### src/rtl/parity_sorter.sv
// Splits an incoming word stream into even and odd first-word-fall-through
// FIFOs, keeping a saturating count of accepted words per class.
module parity_sorter #(
   parameter int IN_WIDTH  = 16,
   parameter int DEPTH     = 4,
   parameter int CNT_WIDTH = 8
) (
   input  logic                 clk,
   input  logic                 rst_n,
   input  logic                 in_valid,
   output logic                 in_ready,
   input  logic [IN_WIDTH-1:0]  in_data,
   input  logic                 in_even,
   output logic                 even_valid,
   input  logic                 even_ready,
   output logic [IN_WIDTH-1:0]  even_data,
   output logic                 odd_valid,
   input  logic                 odd_ready,
   output logic [IN_WIDTH-1:0]  odd_data,
   output logic [CNT_WIDTH-1:0] even_cnt,
   output logic [CNT_WIDTH-1:0] odd_cnt
);

   localparam int PW = (DEPTH > 1) ? $clog2(DEPTH) : 1;
   localparam int OW = PW + 1;
   localparam logic [OW-1:0] OCC_FULL = OW'(DEPTH);

   // Per-class vectors: index 0 is the even queue, index 1 the odd queue.
   logic [1:0]          full;
   logic [1:0]          empty;
   logic [1:0]          valid;
   logic [1:0]          ready;
   logic [1:0]          push;
   logic [1:0]          pop;
   logic [IN_WIDTH-1:0] head [2];
   logic [CNT_WIDTH-1:0] cnt [2];
   logic                accept;

   assign ready    = {odd_ready, even_ready};
   // Either queue full stalls the input, regardless of which class is waiting.
   assign in_ready = rst_n && (full == 2'b00);
   assign accept   = in_valid && in_ready;

   genvar gi;
   generate
      for (gi = 0; gi < 2; gi++) begin : g_fifo
         localparam logic EVEN_CLASS = (gi == 0);

         logic [IN_WIDTH-1:0]  mem [DEPTH];
         logic [PW-1:0]        wr_ptr_reg;
         logic [PW-1:0]        rd_ptr_reg;
         logic [OW-1:0]        occ_reg;
         logic [CNT_WIDTH-1:0] cnt_reg;

         assign push[gi]  = accept && (in_even == EVEN_CLASS);
         assign empty[gi] = (occ_reg == '0);
         assign full[gi]  = (occ_reg == OCC_FULL);
         assign valid[gi] = !empty[gi];
         assign pop[gi]   = valid[gi] && ready[gi];
         assign head[gi]  = (rst_n && !empty[gi]) ? mem[rd_ptr_reg] : '0;
         assign cnt[gi]   = cnt_reg;

         // Storage carries no reset; occupancy alone decides what is live.
         always_ff @(posedge clk) begin
            if (push[gi]) begin
               mem[wr_ptr_reg] <= in_data;
            end
         end

         always_ff @(posedge clk) begin
            if (!rst_n) begin
               wr_ptr_reg <= '0;
               rd_ptr_reg <= '0;
               occ_reg    <= '0;
               cnt_reg    <= '0;
            end else begin
               if (push[gi]) begin
                  wr_ptr_reg <= wr_ptr_reg + PW'(1);
               end
               if (pop[gi]) begin
                  rd_ptr_reg <= rd_ptr_reg + PW'(1);
               end
               case ({push[gi], pop[gi]})
                  2'b10:   occ_reg <= occ_reg + OW'(1);
                  2'b01:   occ_reg <= occ_reg - OW'(1);
                  default: occ_reg <= occ_reg;
               endcase
               if (push[gi] && (cnt_reg != '1)) begin
                  cnt_reg <= cnt_reg + CNT_WIDTH'(1);
               end
            end
         end
      end
   endgenerate

   assign even_valid = valid[0];
   assign even_data  = head[0];
   assign even_cnt   = cnt[0];
   assign odd_valid  = valid[1];
   assign odd_data   = head[1];
   assign odd_cnt    = cnt[1];

endmodule
### config.mk
export PLATFORM = sky130hd
export DESIGN_NAME = parity_sorter
export DESIGN_NICKNAME = d
export VERILOG_FILES = /design/src/rtl/parity_sorter.sv
export SDC_FILE = /design/constraint.sdc
export NUM_CORES = 1
export LEC_CHECK = 0
export CAP_MARGIN = 15
export CORE_MARGIN = 3
export CORE_UTILIZATION = 55
export CTS_CLUSTER_SIZE = 8
export DETAILED_ROUTE_END_ITERATION = 6
export PLACE_DENSITY = 0.78
export SETUP_SLACK_MARGIN = 0.2
export SKIP_CTS_REPAIR_TIMING = 1
export SKIP_LAST_GASP = 1
export SYNTH_ARGS = -nofsm -noshare
export SYNTH_HDL_FRONTEND = slang
export SYNTH_SLANG_ARGS = --single-unit
### constraint.sdc
create_clock -name clk -period 2.85 [get_ports clk]
set_input_delay 0.57 -clock clk [delete_from_list [all_inputs] [get_ports clk]]
set_output_delay 0.57 -clock clk [all_outputs]
set_load 0.1 [all_outputs]
==> impl_metrics.tcl <==
set metrics [dict create \
    numCtsBuffers 17 \
    floorplan.die_area_um2 13200 \
    core.rowCount 39 \
    top_register "g_fifo.mem" \
    drtAntennaViolNets 0 \
    syn_area_um2 6530 \
    total_negative_slack_for_setup_checks_ps 0 \
    antenna_found_initial 0 \
    grt_first_pass_wirelength_um 21000 \
    synth_top_cell_by_area "sky130_fd_sc_hd__edfxtp_1" \
    vias_per_cell 5.85 \
    timing.critical_path.arrival_ps 1960 \
    ir_drop_v 0.000554 \
    gpl.final_weighted_congestion 0.773 \
    worstSetupStartpointType "register" \
    finalWirelength_um 13200 \
    effective_utilization_at_floorplan 0.567 \
    detail_route.iter0.violations 301 \
    worst_skew_pair.late_latency_ps 420 \
    finalHoldViolCount 0 \
    slew_at_the_pin_closest_to_its_max_slew_limit_ps 541 \
    finalWorstPathRequiredPeriod_ps 2530 \
    final_nets 517 \
    async_reset_ff_frac 0 \
    placeableCoreArea_um2 11500 \
    cts_root_buffer "sky130_fd_sc_hd__clkbuf_16" \
    route.vias.total 3723 \
    rsz0062_at_grt "no" \
    remaining_drc_errors 0 \
    synth_fp_nets 427 \
    grt.overflow.total 0 \
    areaGrowthSynthToFinish_pct 30.1 \
    critPathRequiredTime_ps 2280 \
    kind_of_end_point_of_the_critical_path "primary output" \
    tritoncts "yes" \
    largest_register_ffs 128 \
    total_leakage_power_uw 0.00305 \
    instance_count_of_the_mapped_netlist 391 \
    worst_setup_hold_path_clk_slew_ps 60 \
    synth_seq_area_share 0.693 \
    setup_viol_count_final 0 \
    synth_top_cells_by_count "sky130_fd_sc_hd__edfxtp_1 (128), sky130_fd_sc_hd__and3_1 (39), sky130_fd_sc_hd__dfxtp_1 (34)" \
    cp_max_fo 16 \
    fmaxAchievable_ghz 0.396 \
    post_synth.cell_area_avg_um2 16.7 \
    timing.hold.worst.class "register to register" \
    hpwlAfterDp_um 8240 \
    fin_cells 636 \
    layout-drive-gt1-share 0.314 \
    synth.top_cell.area_share 0.589 \
    final.period_utilization 0.887 \
    h-tree-depth 4 \
    clockBufferDepth 2 \
    insertedDiodeCount 0 \
    max_slew_margin 0.638 \
    power_density_nw_per_um2 855 \
    synth.most_common_cell "sky130_fd_sc_hd__edfxtp_1" \
    first_global_vias 3842 \
    die_h_um 115 \
    run_status "completed" \
    number_of_enable_type_register_cells_in_the_synthesized_netlist 128 \
    grt_usage 0.219 \
    chipWidth_um 115 \
    dr.pass1.iters 4 \
    max_capacitance_violation_total 0 \
    finalMaxSlewViolations 0 \
    postSynth.topFlopCell "sky130_fd_sc_hd__edfxtp_1" \
    wl_per_cell_um 20.8 \
    synth.distinct_cells 37 \
    synthTopCellsByArea "sky130_fd_sc_hd__edfxtp_1 (59%), sky130_fd_sc_hd__mux4_2 (11%), sky130_fd_sc_hd__dfxtp_1 (10%), sky130_fd_sc_hd__and3_1 (3.7%), sky130_fd_sc_hd__ha_1 (2.3%)" \
    pin_count_of_the_biggest_net_entering_global_routing 44 \
    finalClockSkew_ps 5.82 \
    worst-setup-path-type "register to primary output" \
    synth.yosys.warnings 0 \
    pin_count 73 \
    port_buffers 72 \
    numClockSinks 162 \
    synth.ff_latch_count 162 \
    place_inst 605 \
]
## routing by layer
metal	vias to the layer above	part of all wire	GRT usage
met2	116	0.51	0.345
met4	0	0.024	0.0908
met5	-	0	0
met1	1877	0.41	0.287
met3	25	0.061	0.0647
li1	1705	-	-
## path summary, 6_finish.rpt
kind	start	to	slack, ps	cells after the start
setup / recovery	register	even_data[8]	320	4
hold / removal	odd_cnt[5]$_SDFFE_PN0P_	odd_cnt[5]$_SDFFE_PN0P_	500	1
setup reg to reg	g_fifo[0].occ_reg[2]$_SDFFE_PN0P_	g_fifo[0].occ_reg[2]$_SDFFE_PN0P_	480	9
hold reg to reg	odd_cnt[5]$_SDFFE_PN0P_	odd_cnt[5]$_SDFFE_PN0P_	500	1
## cells by family after synthesis
kind of cell / after synthesis / synth area share
fa+ha+maj: 14 / 0.0291
buf+inv: 34 / 0.0205
compound gates: 25 / 0.0245
simple gates: 108 / 0.0998
flops: 162 / 0.693
mux: 39 / 0.121
xor+xnor: 9 / 0.0121
## stage by stage
| step | power, uW | setup WS (ps) | cell area, um^2 | hold WS, ps | utilization |
|---|---|---|---|---|---|
| 2_1_floorplan | 4240 | 215 | 6560 | 460 | - |
| 5_1_grt | 7530 | 223 | 8490 | 521 | 0.738 |
| 3_3_place_gp | 4920 | 183 | 7870 | 471 | 0.683 |
| 3_5_place_dp | 4960 | 65.2 | 7870 | 493 | 0.683 |
| 6_report | 7260 | 322 | 8490 | 504 | 0.738 |
| 4_1_cts | 7310 | 184 | 8480 | 502 | 0.736 |
## placed cells by master, fill, tap and decap left out, types with 6 or more instances in the layout
| cell type | synthesis | final |
|---|---|---|
| sky130_fd_sc_hd__mux4_2 | 32 | 32 |
| sky130_fd_sc_hd__inv_1 | 13 | 13 |
| sky130_fd_sc_hd__buf_4 | 0 | 30 |
| sky130_fd_sc_hd__and2_1 | 11 | 11 |
| sky130_fd_sc_hd__nor2_1 | 15 | 15 |
| sky130_fd_sc_hd__clkdlybuf4s50_1 | 0 | 21 |
| sky130_fd_sc_hd__and3_1 | 39 | 21 |
| sky130_fd_sc_hd__a21oi_1 | 9 | 9 |
| sky130_fd_sc_hd__edfxtp_1 | 128 | 128 |
| sky130_fd_sc_hd__xor2_1 | 6 | 6 |
| sky130_fd_sc_hd__nand2_1 | 11 | 11 |
| sky130_fd_sc_hd__and3_2 | 0 | 18 |
| sky130_fd_sc_hd__ha_1 | 12 | 12 |
| sky130_fd_sc_hd__buf_12 | 0 | 38 |
| sky130_fd_sc_hd__nand3_1 | 11 | 11 |
| sky130_fd_sc_hd__clkbuf_16 | 0 | 17 |
| sky130_fd_sc_hd__dfxtp_1 | 34 | 34 |
| sky130_fd_sc_hd__mux2i_1 | 7 | 7 |
## power breakdown
group	switching [uW]	total, uW	internal [uW]
Sequential	60.3	2700	2640
Clock	880	2340	1460
Combinational	1410	2220	814
## layout make-up
cell class	count	area, um^2
fillers	684	3020
clock buffers	17	425
inverters	14	52.6
flip-flops and latches	162	4520
clock inverters	14	186
well taps	143	179
repair buffers	91	1230
multi-input cells	195	1900
## worst max-delay path, stage by stage, from the launching register on
cell and delay, ps:
sky130_fd_sc_hd__dfxtp_1 340, sky130_fd_sc_hd__buf_8 220, sky130_fd_sc_hd__mux4_2 540, sky130_fd_sc_hd__and3_2 250, sky130_fd_sc_hd__buf_12 170
No activity file was read; power rests on OpenSTA's default activity.
